--- config.mk ---
export PLATFORM = sky130hd
export DESIGN_NAME = parity_frame_checker_sat_counter
export DESIGN_NICKNAME = d
export VERILOG_FILES = /design/src/rtl/parity_frame_checker_pkg.sv /design/src/rtl/parity_frame_checker_sat_counter.sv
export SDC_FILE = /design/constraint.sdc
export NUM_CORES = 1
export LEC_CHECK = 0
export BUFFER_PORTS_ARGS = -buffer_cell sky130_fd_sc_hd__clkbuf_2
export CAP_MARGIN = 0
export CELL_PAD_IN_SITES_DETAIL_PLACEMENT = 0
export CELL_PAD_IN_SITES_GLOBAL_PLACEMENT = 2
export CORE_AREA = 2 2 39 41
export DETAILED_ROUTE_END_ITERATION = 16
export DIE_AREA = 0 0 41 43
export GPL_TIMING_DRIVEN = 0
export PLACE_DENSITY = 0.7
export SETUP_SLACK_MARGIN = 0.05
export SLEW_MARGIN = 20
export SYNTH_ARGS = -nofsm -noshare
export SYNTH_HDL_FRONTEND = slang
export SYNTH_SLANG_ARGS = --single-unit
--- constraint.sdc ---
create_clock -name clk -period 3.1 [get_ports clk]
set_input_delay 0.465 -clock clk [delete_from_list [all_inputs] [get_ports clk]]
set_output_delay 0.465 -clock clk [all_outputs]
set_load 0.05 [all_outputs]
--- src/rtl/parity_frame_checker_pkg.sv ---
// Constants shared by the serial parity receiver: FSM state encodings,
// parity sense values and the parity mismatch rule.
package parity_frame_checker_pkg;

    typedef enum logic [1:0] {
        ST_IDLE = 2'd0,
        ST_DATA = 2'd1,
        ST_PAR  = 2'd2
    } state_e;

    localparam bit PARITY_SENSE_EVEN = 1'b0;
    localparam bit PARITY_SENSE_ODD  = 1'b1;

    // High when the received parity bit disagrees with the accumulated data parity.
    function automatic logic parity_mismatch(input logic acc, input logic par_bit, input logic odd);
        return acc ^ par_bit ^ odd;
    endfunction

endpackage

--- src/rtl/parity_frame_checker_sat_counter.sv ---
// Saturating up-counter: advances by one per inc_i pulse and sticks at all-ones.
module parity_frame_checker_sat_counter
    import parity_frame_checker_pkg::*;
#(
    parameter int unsigned W = 8
) (
    input  logic         clk,
    input  logic         rst_n,
    input  logic         inc_i,
    output logic [W-1:0] count_o
);

    logic [W-1:0] count_q;

    // NOTE: sequential state uses non-blocking assignments so every register
    // samples the pre-edge values, independent of block evaluation order.
    always_ff @(posedge clk or negedge rst_n) begin
        if (!rst_n) begin
            count_q <= '0;
        end else if (inc_i && (count_q != '1)) begin
            count_q <= count_q + W'(1);
        end
    end

    assign count_o = count_q;

endmodule

Yosys cells after proc, flatten, opt, wreduce, memory -nomap -nowiden
Index checks and enable logic that the tools add are counted.
{"block": "op_classes", "add_sub_neg": 1, "reduce_logical": 1, "eq_ne": 1}
{"op": "8-bit by 1-bit adder with 8-bit output (second input constant)", "count": 1}
{"op": "8-bit inequality test (second input constant)", "count": 1}
{"op": "1-bit logical AND", "count": 1}
{"block": "word_totals", "word_cells": 4, "regBits": 8, "output_inout_bits": 8}

Longest topological paths before layout
{"block": "depth", "depth_word": 2, "mapped_depth": 4, "depth_no_buf": 4}

Worst setup path before layout
Ideal clock, no wire load.
{"block": "synth_timing", "kind": "flip-flop to flip-flop", "startpoint": "register count_q[0] (netlist: count_o[0])", "endpoint": "register count_q[1] (netlist: count_o[1])", "path_stages_with_launch": 5, "required_ns": 2.972, "path_slack_ns": 1.335, "setup_ns": 0.128, "arrival_ns": 1.638, "n_path_buf": 0, "cell_sequence": "dfrtp_1 ha_1 nand4_1 o21ai_2 mux2_1"}
{"block": "synth_via", "elab_chain_len": 2, "elab_cells_between_ends": 3, "classes_between": "add/sub (1); eq/ne (1); reduce/logical (1)"}
{"item": "start, declared", "line_no": "parity_frame_checker_sat_counter.sv:13", "rtl": "logic [W-1:0] count_q;"}
{"item": "start signal, assigned", "line_no": "parity_frame_checker_sat_counter.sv:21", "rtl": "count_q <= count_q + W'(1);"}
{"item": "parallel branches: the longest is 2 deep, another holds 8-bit by 1-bit adder with 8-bit output"}
Parallel ways; which one is timed is not known.
A chain may end at the register's enable or synchronous reset.

Final worst setup path
{"block": "layout_timing", "startpoint": "register count_q[6] (netlist: count_o[6])", "endpoint": "output count_o[6]"}
{"item": "end, declared", "line_no": "parity_frame_checker_sat_counter.sv:10", "rtl": "output logic [W-1:0] count_o"}
No word-level cell between the ends.

==> results.sh <==
export IMPL_outcome="finished, final reports clean"
export IMPL_cts_sinks=8
export IMPL_grt_most_used_layer="met2"
export IMPL_critical_path_top_delay_family="flip-flops"
export IMPL_numCtsBuffers=3
export IMPL_min_period_ps=1506
export IMPL_synthFlopType="dfrtp_1"
export IMPL_synth_edff_count=0
export IMPL_cts_root_buf="clkbuf_4"
export IMPL_vias=338
export IMPL_worst_slack_ps=1594
export IMPL_ioPinCount=11
export IMPL_diodes=0
export IMPL_relSlewSlack_pct=81.36
export IMPL_cts_resized=0
export IMPL_syn_nets=38
export IMPL_hold_violations=0
export IMPL_muxShareOfSynthArea_pct=6.442
export IMPL_num_rows=14
export IMPL_synth_top_family_by_area="compound AO/OA/AOI/OAI gates"
export IMPL_die_area_mm2=0.001763
export IMPL_synthAdderAreaFrac_pct=3.067
export IMPL_antenna_found_initial=0
export IMPL_yosysSeqAreaShare_pct=49.08
export IMPL_core_area_mm2=0.001384
export IMPL_hold_path_class="in -> async"
export IMPL_crit_chain="clkbuf_2"
export IMPL_cp_num_buf_inv=1
export IMPL_io_buffers=10
export IMPL_drtPass1Iterations=4
export IMPL_netlist_instances=34
export IMPL_grtUsageMet2_pct=16.25
export IMPL_die_w_um=41
export IMPL_grt_overflow_total=0
export IMPL_layout_nets=53
export IMPL_ctsHoldBuffers=0
export IMPL_synth_compound_area_share_pct=21.17
export IMPL_setup_violations=0
export IMPL_vdd_drop_max_uv=368.6
export IMPL_antenna_left=0
export IMPL_wl_per_cell_um=12.92
export IMPL_clock_skew_ps=10.75
export IMPL_start_util_pct=29.48
export IMPL_worstSetupStartpointType="flip-flop"
export IMPL_finalCritPeriodShare_pct=48.59
export IMPL_drc=0
export IMPL_yosysWarningCount=0
export IMPL_tightest_slew_ps=280.9
export IMPL_required_ps=2630
export IMPL_cts_setup_buffers=0
export IMPL_whs_ps=48.21
export IMPL_viasPerCell=5.365
export IMPL_die_h_um=43
export IMPL_place_congestion=0.7699
export IMPL_slowest_stage="dfrtp_1"
export IMPL_place_ws_ps=1605
export IMPL_synthXorXnorAreaFrac_pct=4.294
export IMPL_largest_reg_flops=8
export IMPL_power_density_mw_per_mm2=1200
export IMPL_grt_pass1_wl_mm=1.345
export IMPL_max_cap_violations=0
export IMPL_async_flop_share_pct=100.0
export IMPL_post_route_util_pct=36.17
export IMPL_wirelength_um=814
export IMPL_fmax_mhz=663.9
export IMPL_syn2layout_area_growth_pct=22.70
export IMPL_yosys_register_bits=8
export IMPL_synth_area_per_cell_um2=12.00
export IMPL_met3_usage_pct=6.283
export IMPL_layout_drive_gt1_share_pct=40.43
export IMPL_path_clk_slew_ps=60
export IMPL_grt_pass1_vias=306
export IMPL_clk_path_buf_depth=2
export IMPL_synth_simple_gate_area_share_pct=15.03
export IMPL_end_kind="output port"
export IMPL_use_met1_pct=15.03
export IMPL_insertion_delay_ps=250
export IMPL_critical_path_max_stage_delay_ps=470
export IMPL_critPathMaxFanout=8
export IMPL_cp_arrival_ps=1040
export IMPL_initialDrtViolationCount=11
export IMPL_rsz0062_at_grt="no"
export IMPL_p_leak_uw=0.0002230
export IMPL_dp_hpwl_um=646.2
export IMPL_netlist_area_um2=407.9
export IMPL_synth_cell_type_count=23
export IMPL_final_common_cell="clkbuf_2"
export IMPL_cts_max_level=1
export IMPL_grt_total_usage_pct=11.40
export IMPL_layout_common_cells="clkbuf_2, dfrtp_1, clkbuf_4"
export IMPL_grt_max_degree=9
export IMPL_fin_tns_setup_ps=0
export IMPL_cts_tree="yes"
export IMPL_critical_path_class="reg -> out"
export IMPL_timing_max_transition_violations_final=0
-- per-stage QoR --
| step | area (µm²) | cells | power (µW) |
|---|---|---|---|
| 6_report | 500.5 | 63 | 600.4 |
| 5_1_grt | 500.5 | 63 | 638.8 |
| 4_1_cts | 500.5 | 63 | 609.6 |
| 3_5_place_dp | 478.0 | 60 | 527.3 |
| 3_3_place_gp | 478.0 | 60 | 518.7 |
| 2_1_floorplan | 407.9 | 34 | 448.9 |
-- cell families (layout without fill, tap and decap cells) --
group                    Yosys count  in the layout
AO/OA/AOI/OAI                     11             11
XOR/XNOR                           2              2
adder cells (fa/ha/maj)            1              1
buffers and inverters              1             14
flip-flops                         8              8
multiplexers                       2              2
AND/OR/NAND/NOR                    9              9
-- power by group --
| part | leakage, µW | total, µW | internal [µW] | switching, µW |
|---|---|---|---|---|
| clock network | 0.0000138 | 79.1 | 44.3 | 34.9 |
| registers | 0.0000978 | 211 | 148 | 63.0 |
| logic | 0.000111 | 310 | 87.0 | 223 |
| total | 0.000223 | 600 | 279 | 321 |
-- cell type report --
cell class	count	area (µm²)
Clock buffer	3	22.52
Timing Repair Buffer	10	50.05
Inverter	1	3.754
Tap cell	16	20.02
Sequential cell	8	200.2
Multi-Input combinational cell	25	203.9
Fill cell	139	883.3
-- worst paths after layout --
kind                       cells after the start        from  slack, ps    endpoint
setup reg to reg                               4  count_o[0]       1610  count_o[1]
hold reg to reg                                1  count_o[0]        530  count_o[0]
max in group asynchronous                      1       rst_n       2860  count_o[7]
min in group clk                               3       inc_i        530  count_o[0]
setup / recovery                               1  count_o[6]       1590  count_o[6]
hold / removal                                 1       rst_n         50  count_o[3]
-- routing by layer --
metal | vias up | share of wire (%)
met5 | - | 0
met1 | 166 | 43
met2 | 10 | 50
met4 | 0 | 0
li1 | 162 | -
met3 | 0 | 6.3
-- Yosys cell counts (all sizes together) (2+ instances only) --
library cell,n,area share [%]
nand3,3,4.9
dfrtp,8,49
a21oi,2,2.5
mux2,2,6.4
a31oi,2,3.1
a41oi,2,4.3
Note: power is estimated with default switching activity, not from simulation.
